$ cat src/rtl/tick_pkg.sv
// Shared types and helpers for the tick scheduler: channel mode/state encodings
// and the prescaler divide-ratio calculation.
package tick_pkg;

  typedef enum logic {
    ONESHOT  = 1'b0,
    PERIODIC = 1'b1
  } mode_t;

  typedef enum logic {
    IDLE = 1'b0,
    RUN  = 1'b1
  } chan_state_t;

  // Clocks per base tick; callers must keep the result at 2 or more.
  function automatic int calc_div(input int clk_hz, input int tick_hz);
    return clk_hz / tick_hz;
  endfunction

endpackage

$ cat src/rtl/tick_sched_if.sv
// Requester-side bus of the tick scheduler: channel configuration, per-channel
// start/stop requests and the busy/expire/base_tick status returned to requesters.
interface tick_sched_if #(
  parameter int NCH = 4,
  parameter int PW  = 16
);
  localparam int CW = (NCH > 1) ? $clog2(NCH) : 1;

  logic          cfg_we;
  logic [CW-1:0] cfg_ch;
  logic [PW-1:0] cfg_period;
  logic          cfg_mode;
  logic [NCH-1:0] start;
  logic [NCH-1:0] stop;
  logic [NCH-1:0] busy;
  logic [NCH-1:0] expire;
  logic          base_tick;

  modport master (
    output cfg_we, cfg_ch, cfg_period, cfg_mode, start, stop,
    input  busy, expire, base_tick
  );

  modport slave (
    input  cfg_we, cfg_ch, cfg_period, cfg_mode, start, stop,
    output busy, expire, base_tick
  );

endinterface

$ cat src/rtl/tick_channel.sv
// One down-counting timer channel: holds its period/mode, counts base ticks while
// running and emits a one-cycle expire pulse when the period elapses.
module tick_channel
  import tick_pkg::*;
#(
  parameter int PW = 16
) (
  input  logic          clk,
  input  logic          rst_n,
  input  logic          cfg_we,
  input  logic [PW-1:0] cfg_period,
  input  logic          cfg_mode,
  input  logic          start,
  input  logic          stop,
  input  logic          tick,
  output logic          busy,
  output logic          expire
);

  chan_state_t   state, state_n;
  mode_t         mode_r;
  logic [PW-1:0] period_r;
  logic [PW-1:0] cnt, cnt_n;
  logic          expire_n;
  logic          period_ok;

  assign period_ok = (period_r != '0);

  // NOTE: every register here is written with <= so all flops update from the
  // same pre-edge values; blocking assignments would make the order of statements matter.
  always_ff @(posedge clk or negedge rst_n) begin
    if (!rst_n) begin
      state    <= IDLE;
      cnt      <= '0;
      expire   <= 1'b0;
      period_r <= '0;
      mode_r   <= ONESHOT;
    end else begin
      state  <= state_n;
      cnt    <= cnt_n;
      expire <= expire_n;
      // Loads in this same edge still see the old period_r.
      if (cfg_we) begin
        period_r <= cfg_period;
        mode_r   <= mode_t'(cfg_mode);
      end
    end
  end

  // NOTE: all outputs of this block get a default first, so no path leaves a
  // signal unassigned and no latch is inferred.
  always_comb begin
    state_n  = state;
    cnt_n    = cnt;
    expire_n = 1'b0;

    if (stop) begin
      state_n = IDLE;
    end else if (start && period_ok) begin
      state_n = RUN;
      cnt_n   = period_r;
    end else if (state == RUN && tick) begin
      if (cnt == PW'(1)) begin
        expire_n = 1'b1;
        // A period cleared to zero while running ends the channel instead of
        // loading a zero count that would never expire.
        if (mode_r == PERIODIC && period_ok) begin
          cnt_n = period_r;
        end else begin
          state_n = IDLE;
        end
      end else begin
        cnt_n = cnt - PW'(1);
      end
    end
  end

  assign busy = (state == RUN);

endmodule

$ cat src/rtl/tick_sched.sv
// Multi-channel event timer: one shared prescaler produces base_tick, and NCH
// independent tick_channel instances time their periods off it.
module tick_sched
  import tick_pkg::*;
#(
  parameter int CLK_HZ  = 100000000,
  parameter int TICK_HZ = 1000,
  parameter int NCH     = 4,
  parameter int PW      = 16
) (
  input  logic         clk,
  input  logic         rst_n,
  tick_sched_if.slave  bus
);

  localparam int DIV = calc_div(CLK_HZ, TICK_HZ);
  localparam int PCW = (DIV > 1) ? $clog2(DIV) : 1;
  localparam int CW  = (NCH > 1) ? $clog2(NCH) : 1;

  if (DIV < 2) begin : g_div_check
    $error("tick_sched: CLK_HZ/TICK_HZ must be at least 2");
  end

  logic [PCW-1:0] pcnt;
  logic           base_tick_r;
  logic           pcnt_wrap;

  assign pcnt_wrap = (pcnt == PCW'(DIV - 1));

  always_ff @(posedge clk or negedge rst_n) begin
    if (!rst_n) begin
      pcnt        <= '0;
      base_tick_r <= 1'b0;
    end else begin
      base_tick_r <= pcnt_wrap;
      pcnt        <= pcnt_wrap ? '0 : pcnt + PCW'(1);
    end
  end

  logic [NCH-1:0] cfg_sel;
  logic [NCH-1:0] busy_w;
  logic [NCH-1:0] expire_w;

  for (genvar i = 0; i < NCH; i++) begin : g_ch
    assign cfg_sel[i] = bus.cfg_we && (bus.cfg_ch == CW'(i));

    tick_channel #(
      .PW(PW)
    ) u_ch (
      .clk        (clk),
      .rst_n      (rst_n),
      .cfg_we     (cfg_sel[i]),
      .cfg_period (bus.cfg_period),
      .cfg_mode   (bus.cfg_mode),
      .start      (bus.start[i]),
      .stop       (bus.stop[i]),
      .tick       (base_tick_r),
      .busy       (busy_w[i]),
      .expire     (expire_w[i])
    );
  end

  assign bus.busy      = busy_w;
  assign bus.expire    = expire_w;
  assign bus.base_tick = base_tick_r;

endmodule

$ cat src/flat_wrapper.sv
// flat-port wrapper written by rule: the top's interface ports become plain ports
module tick_sched_flat import tick_pkg::*;
#(
  parameter int CLK_HZ  = 100000000,
  parameter int TICK_HZ = 1000,
  parameter int NCH     = 4,
  parameter int PW      = 16
)
  (clk, rst_n, bus_cfg_we, bus_cfg_ch, bus_cfg_period, bus_cfg_mode, bus_start, bus_stop, bus_busy, bus_expire, bus_base_tick);
  tick_sched_if #(.NCH(NCH), .PW(PW)) bus_i ();
  input  logic clk;
  input  logic rst_n;
  input wire logic [$bits(bus_i.cfg_we)-1:0] bus_cfg_we;
  input wire logic [$bits(bus_i.cfg_ch)-1:0] bus_cfg_ch;
  input wire logic [$bits(bus_i.cfg_period)-1:0] bus_cfg_period;
  input wire logic [$bits(bus_i.cfg_mode)-1:0] bus_cfg_mode;
  input wire logic [$bits(bus_i.start)-1:0] bus_start;
  input wire logic [$bits(bus_i.stop)-1:0] bus_stop;
  output wire logic [$bits(bus_i.busy)-1:0] bus_busy;
  output wire logic [$bits(bus_i.expire)-1:0] bus_expire;
  output wire logic [$bits(bus_i.base_tick)-1:0] bus_base_tick;
  assign bus_i.cfg_we = bus_cfg_we;
  assign bus_i.cfg_ch = bus_cfg_ch;
  assign bus_i.cfg_period = bus_cfg_period;
  assign bus_i.cfg_mode = bus_cfg_mode;
  assign bus_i.start = bus_start;
  assign bus_i.stop = bus_stop;
  assign bus_busy = bus_i.busy;
  assign bus_expire = bus_i.expire;
  assign bus_base_tick = bus_i.base_tick;
  tick_sched #(.CLK_HZ(CLK_HZ), .TICK_HZ(TICK_HZ), .NCH(NCH), .PW(PW)) u_core (.clk(clk), .rst_n(rst_n), .bus(bus_i));
endmodule
$ cat config.mk
export PLATFORM = sky130hd
export DESIGN_NAME = tick_sched_flat
export DESIGN_NICKNAME = d
export VERILOG_FILES = /design/src/rtl/tick_pkg.sv /design/src/rtl/tick_sched_if.sv /design/src/rtl/tick_channel.sv /design/src/rtl/tick_sched.sv /design/src/flat_wrapper.sv
export SDC_FILE = /design/constraint.sdc
export NUM_CORES = 1
export LEC_CHECK = 0
export CORE_MARGIN = 10
export CORE_UTILIZATION = 30
export DETAILED_ROUTE_END_ITERATION = 6
export GPL_ROUTABILITY_DRIVEN = 0
export SKIP_LAST_GASP = 1
export SYNTH_ARGS = -nofsm -noshare
export SYNTH_HDL_FRONTEND = slang
export SYNTH_SLANG_ARGS = --single-unit
$ cat constraint.sdc
create_clock -name clk -period 4 [get_ports clk]
set_input_delay 0.4 -clock clk [delete_from_list [all_inputs] [get_ports clk]]
set_output_delay 0.4 -clock clk [all_outputs]
set_load 0.01 [all_outputs]
Word level (Yosys, flattened, before mapping)
Cells that the tools add are included.
{"block": "word_totals", "latch_bits": 0, "output_inout_bits": 9, "memories": 0, "regBits": 158, "rom_bits": 0, "ramBits": 0, "input_bits": 30}
{"block": "classes", "reduce_logical": 41, "n_eq_ne": 16, "bitwise_logic": 4, "div": 0, "mul": 0, "shift": 0, "magnitude_cmp": 0, "n_addsub": 5, "mux": 53}
{"operator": "16-bit 2-to-1 mux", "n": 16}
{"operator": "16-bit by 1-bit equality test with 1-bit output (second input constant)", "n": 4}
{"operator": "16-bit nonzero test", "n": 4}
{"operator": "16-bit by 1-bit subtractor with 16-bit output (second input constant)", "n": 4}
{"operator": "1-bit 2-to-1 mux", "n": 36}
{"operator": "3-bit AND reduction", "n": 8}
{"operator": "3-bit nonzero test", "n": 8}
{"operator": "17-bit by 1-bit adder with 17-bit output (second input constant)", "n": 1}
{"operator": "17-bit equality test (second input constant)", "n": 1}
{"operator": "17-bit 2-to-1 mux", "n": 1}
{"operator": "1-bit logical AND", "n": 16}
{"operator": "3-bit by 2-bit inequality test with 1-bit output (second input constant)", "n": 4}
{"operator": "3-bit inequality test (second input constant)", "n": 4}
{"operator": "2-bit nonzero test", "n": 4}
{"operator": "2-bit equality test (second input constant)", "n": 2}
{"operator": "1-bit inverter", "n": 4}
{"operator": "2-bit by 1-bit equality test with 1-bit output (second input constant)", "n": 1}
{"operator": "2-bit zero test", "n": 1}

Logic depth before layout (Yosys ltp)
{"block": "depth", "ltp_word": 7, "ltp_mapped": 10, "depth_no_buf": 8}

Cells and area by module
From an unflattened synthesis, not the netlist that was laid out.
{"block": "unflattened", "cells_unflattened": 785, "hier_area_um2": 8546.9}
{"module": "tick_channel", "n_inst": 4, "cells_each": 176, "area_per_inst_um2": 1920.6}
{"module": "tick_sched", "n_inst": 1, "cells_each": 81, "area_per_inst_um2": 864.6}

Least setup slack after synthesis
No wires, ideal clock.
{"block": "synth_path", "kind": "reg2reg", "startpoint": "register u_core.g_ch[3].u_ch.cnt[12]", "endpoint": "register u_core.g_ch[3].u_ch.cnt[12]", "slack_ns": 1.570, "arrival_time_ns": 2.309, "synth_period_minus_slack_ns": 2.430, "stages_incl_launch_ff": 8, "setup_ns": 0.121, "required_ns": 3.879, "path_buffers": 2, "path_cell_list": "dfrtp_1 -> or3_1 -> or4_4 -> or3_1 -> buf_6 -> a22o_4 -> buf_6 -> a22o_1"}
{"block": "synth_between", "elab_chain_len": 4, "word_cells_on_any_way": 7}
{"element": "from (decl)", "line_no": "tick_channel.sv:23", "rtl": "logic [PW-1:0] cnt, cnt_n;"}
{"element": "from (signal assigned)", "line_no": "tick_channel.sv:40", "rtl": "cnt <= cnt_n;"}
{"element": "16-bit by 1-bit subtractor with 16-bit output / 16-bit by 1-bit equality test with 1-bit output (equally long branches)", "line_no": "tick_channel.sv:73, tick_channel.sv:63"}
{"element": "16-bit 2-to-1 mux", "line_no": "tick_channel.sv:63", "rtl": "if (cnt == PW'(1)) begin"}
{"element": "16-bit 2-to-1 mux", "line_no": "tick_channel.sv:62", "rtl": "end else if (state == RUN && tick) begin"}
{"element": "16-bit 2-to-1 mux", "line_no": "tick_channel.sv:59", "rtl": "end else if (start && period_ok) begin"}
Parallel ways exist; a longest one is shown, timed or not. The select of a mux whose other input is x is not followed.
A chain may end at the register's enable or synchronous reset.

Worst setup path in the final report
{"block": "layout_path", "startpoint": "register u_core.g_ch[1].u_ch.period_r[14]", "endpoint": "register u_core.g_ch[1].u_ch.cnt[0]"}
{"block": "layout_between", "elab_chain_len": 4, "word_cells_on_any_way": 7}
{"element": "from (decl)", "line_no": "tick_channel.sv:22", "rtl": "logic [PW-1:0] period_r;"}
{"element": "from (signal assigned)", "line_no": "tick_channel.sv:44", "rtl": "period_r <= cfg_period;"}
{"element": "16-bit nonzero test *", "line_no": "tick_channel.sv:27", "rtl": "assign period_ok = (period_r != '0);"}
{"element": "1-bit logical AND, on equally long branches", "line_no": "tick_channel.sv:59, tick_channel.sv:67"}
{"element": "3-bit by 2-bit inequality test with 1-bit output (no source line) / 2-bit nonzero test (equally long branches)"}
{"element": "3-bit AND reduction (no source line)"}
{"element": "to (signal assigned)", "line_no": "tick_channel.sv:40"}
{"element": "to (decl)", "line_no": "tick_channel.sv:23"}
Mark *: on every way between the ends. The rest lies on a longest branch, timed or not.

==> results.md <==
- EDFF count, synth: 0
- Vias in the first global route: 5,959
- Num CTS Buffers: 17
- Post-Place Cells: 1,146
- CP Data Arrival Time: 3.16 ns
- Crit Reg-Reg Startpoint: u_core.g_ch[1].u_ch.period_r[14]
- Slew HR: 22.7%
- Startpoint types: register
- Worst slew pin tran: 1.15 ns
- Initial Util: 30.6%
- Status: finished, final reports clean
- NetSw: 1.60 mW
- Top delay family on crit path: compound AO/OA/AOI/OAI gates
- Leak: 3.70 nW
- Post-DRT Antenna Nets: 0
- Clock Latency Late Sink: 0.44 ns
- RSZ-0062 raised after global routing: false
- Largest area contributor in the netlist: dfrtp_1
- CTS resizes: 0
- Routed WL: 19,700 um
- Cell with the most instances after synthesis: dfrtp_1
- Post-synth ARST share: 100%
- DRC violation count after routing: 0
- CTS tree: done
- Max VDD drop: 0.241 mV
- Syn_nets: 847
- # port buffers: 38
- Combinational share of power: 18.8%
- Die area: 33,700 um2
- WL/cell: 16.7 um
- Reg2reg end: u_core.g_ch[1].u_ch.cnt[0]
- Sequential Power Share: 47.4%
- DR vias: 6,221
- Int Power: 3.19 mW
- Global-route wire length before repair: 32,500 um
- Largest net degree at the start of global routing: 110
- Worst Setup End Kind: register
- FF+latch count, synth: 158
- Final Cycle Share: 71.4%
- Clk pwr share: 33.8%
- Fin Setup TNS: 0 ns
- Antenna Cells: 0
- Fmax: 0.350 GHz
- Switching share of power: 33.4%
- Max cap viols: 0
- First drt pass iteration count: 5
- Worst hold path class: in -> async
- Synth Instances: 808
- WS Path Type: reg -> reg
- Reg2Reg Depth: 6
- Register area share after synthesis: 49.2%
- Crit path time final: 2.86 ns
- Clock root cell: clkbuf_16
- Nets: 869
- Yosys warning total: 0
- CTS max path bufs: 2
- Hold-fix buffers, CTS: 0
- PD cells: 515 nW/um2
- Pre-CTS WS: 1.20 ns
- Cell Area, Synth: 8030 um2
- Critical path buffer and inverter count: 0
- Max-slew violations: 0
- CP peak stage delay: 0.74 ns
- CP Max Fanout: 28
- Via density: 5.28
- Final non-filler cell total: 1,178
- Row cnt: 59
- Layout Utilization: 35.4%
- Crit-path slowest cell: o22a_1
- Final setup skew: 0.0221 ns
- Clock sink count: 158
- Die Y: 184 um
- Clock transition at path regs: 0.08 ns
- H-tree depth: 4
- GRT Total Usage: 12.0%
- Synth top area share: 49.2%
- Hold Vio Cnt, Final: 0
- Area delta synth->final: 15.5%
- # setup viols final: 0
- Setup bufs post-CTS: 0
- Initial antenna violation count: 0
- Worst setup margin: 1.14 ns
- Share of layout cells above drive strength 1: 14.6%
- Mean post-synth cell area: 9.94 um2
- Crit-path cells: or4_1, o41ai_1, nor2b_1, o22a_1, or3_1, o211ai_1
- DRT iter0 DRCs: 507
- Setup slack, reg-to-reg: 1.14 ns
- Hpwl dp: 13,500 um
- Core area: 26,200 um2
- Total power: 4.78 mW
- Io pins: 39
- Top post-synthesis cells by count: dfrtp_1 (158), o21ai_0 (89), nor2_1 (81)
- Main flop type after synthesis: dfrtp_1
- Total gr overflow: 0
- CP required: 4.30 ns
- DIE WIDTH: 184 um
- Synth cell types: 55
- Synth top area cells: dfrtp_1 (49%), mux2_2 (9.7%), o21ai_0 (5.5%)
-- stage by stage --
| step | area, um2 | hold WS (ns) |
|---|---|---|
| floorplan | 8030 | 0.104 |
| global placement | 8690 | 0.476 |
| detailed placement | 8690 | 0.478 |
| CTS | 9280 | 0.160 |
| global route | 9280 | 0.195 |
| finish | 9280 | 0.105 |
-- registers in the layout, indices dropped and copies added, names as in the netlist --
register / cells
u_core.g_ch.u_ch.mode_r: 4
u_core.pcnt: 17
u_core.g_ch.u_ch.expire: 4
u_core.g_ch.u_ch.cnt: 64
u_core.g_ch.u_ch.period_r: 64
u_core.g_ch.u_ch.busy: 4
u_core.bus.base_tick: 1
-- area by class of cell --
| cell class | count | area, um2 |
|---|---|---|
| clock buffers | 18 | 439 |
| repair buffers | 45 | 447 |
| well taps | 335 | 419 |
| inverters | 17 | 63.8 |
| fillers | 2611 | 16900 |
| multi-input cells | 591 | 3810 |
| clock inverters | 14 | 145 |
| flip-flops and latches | 158 | 3950 |
-- metal layers --
layer	global-route usage, %	vias up	wire, um
li1	-	3036	-
met1	16.0	3080	9660
met2	18.8	87	9180
met3	2.71	18	543
met4	4.03	0	337
met5	0	-	0
-- cell families after synthesis --
kind of cell,synth area share (%)
compound gates,16.0
flops,49.2
mux,9.93
xor+xnor,1.64
buf+inv,3.52
fa+ha+maj,1.40
simple gates,18.2
-- placed cells by master, fill, tap and decap left out, types with 3 or more instances in the layout --
cell type,count
o22ai_1,3
inv_6,4
dfrtp_1,158
clkdlybuf4s50_1,37
nand2_1,40
o2bb2ai_1,6
ha_1,9
and3_1,7
a22oi_1,3
nor2_1,81
a31oi_1,5
a31o_2,4
nor2b_1,4
inv_8,4
buf_4,6
nor4_1,29
clkbuf_16,17
o21ai_0,89
nand2b_1,3
mux2_2,69
nand4_1,13
nor3b_1,7
or4_1,11
o41ai_1,5
a21oi_1,59
inv_1,17
nor4b_1,4
nand3b_1,5
o22a_1,4
o211ai_1,3
or3_1,14
xor2_1,7
a22o_1,5
xnor2_1,8
nand3_1,22
nor3_1,41
o21ai_1,5
-- power by group through the flow --
stage / Sequential [mW] / Combinational (mW) / Clock, mW
3_3_place_gp: 2.28 / 0.882 / 0
5_1_grt: 2.32 / 1.03 / 1.72
2_1_floorplan: 2.17 / 0.688 / 0
4_1_cts: 2.26 / 0.903 / 1.65
6_report: 2.27 / 0.898 / 1.62
3_5_place_dp: 2.28 / 0.901 / 0
-- worst max-delay path by stage --
| stage | startpoint | endpoint | slack, ns | cells past startpoint |
|---|---|---|---|---|
| floorplan | u_core.g_ch[3].u_ch.cnt[12] | u_core.g_ch[3].u_ch.cnt[12] | 1.57 | 7 |
| global placement | u_core.g_ch[1].u_ch.period_r[14] | u_core.g_ch[1].u_ch.cnt[0] | 1.19 | 6 |
| detailed placement | u_core.g_ch[3].u_ch.cnt[12] | u_core.g_ch[3].u_ch.cnt[8] | 1.20 | 6 |
| CTS | u_core.g_ch[1].u_ch.period_r[14] | u_core.g_ch[1].u_ch.cnt[0] | 1.16 | 6 |
| global route | u_core.g_ch[2].u_ch.cnt[1] | u_core.g_ch[2].u_ch.cnt[12] | 0.87 | 8 |
| finish | u_core.g_ch[1].u_ch.period_r[14] | u_core.g_ch[1].u_ch.cnt[0] | 1.14 | 6 |
(Power assumes the default switching activity.)
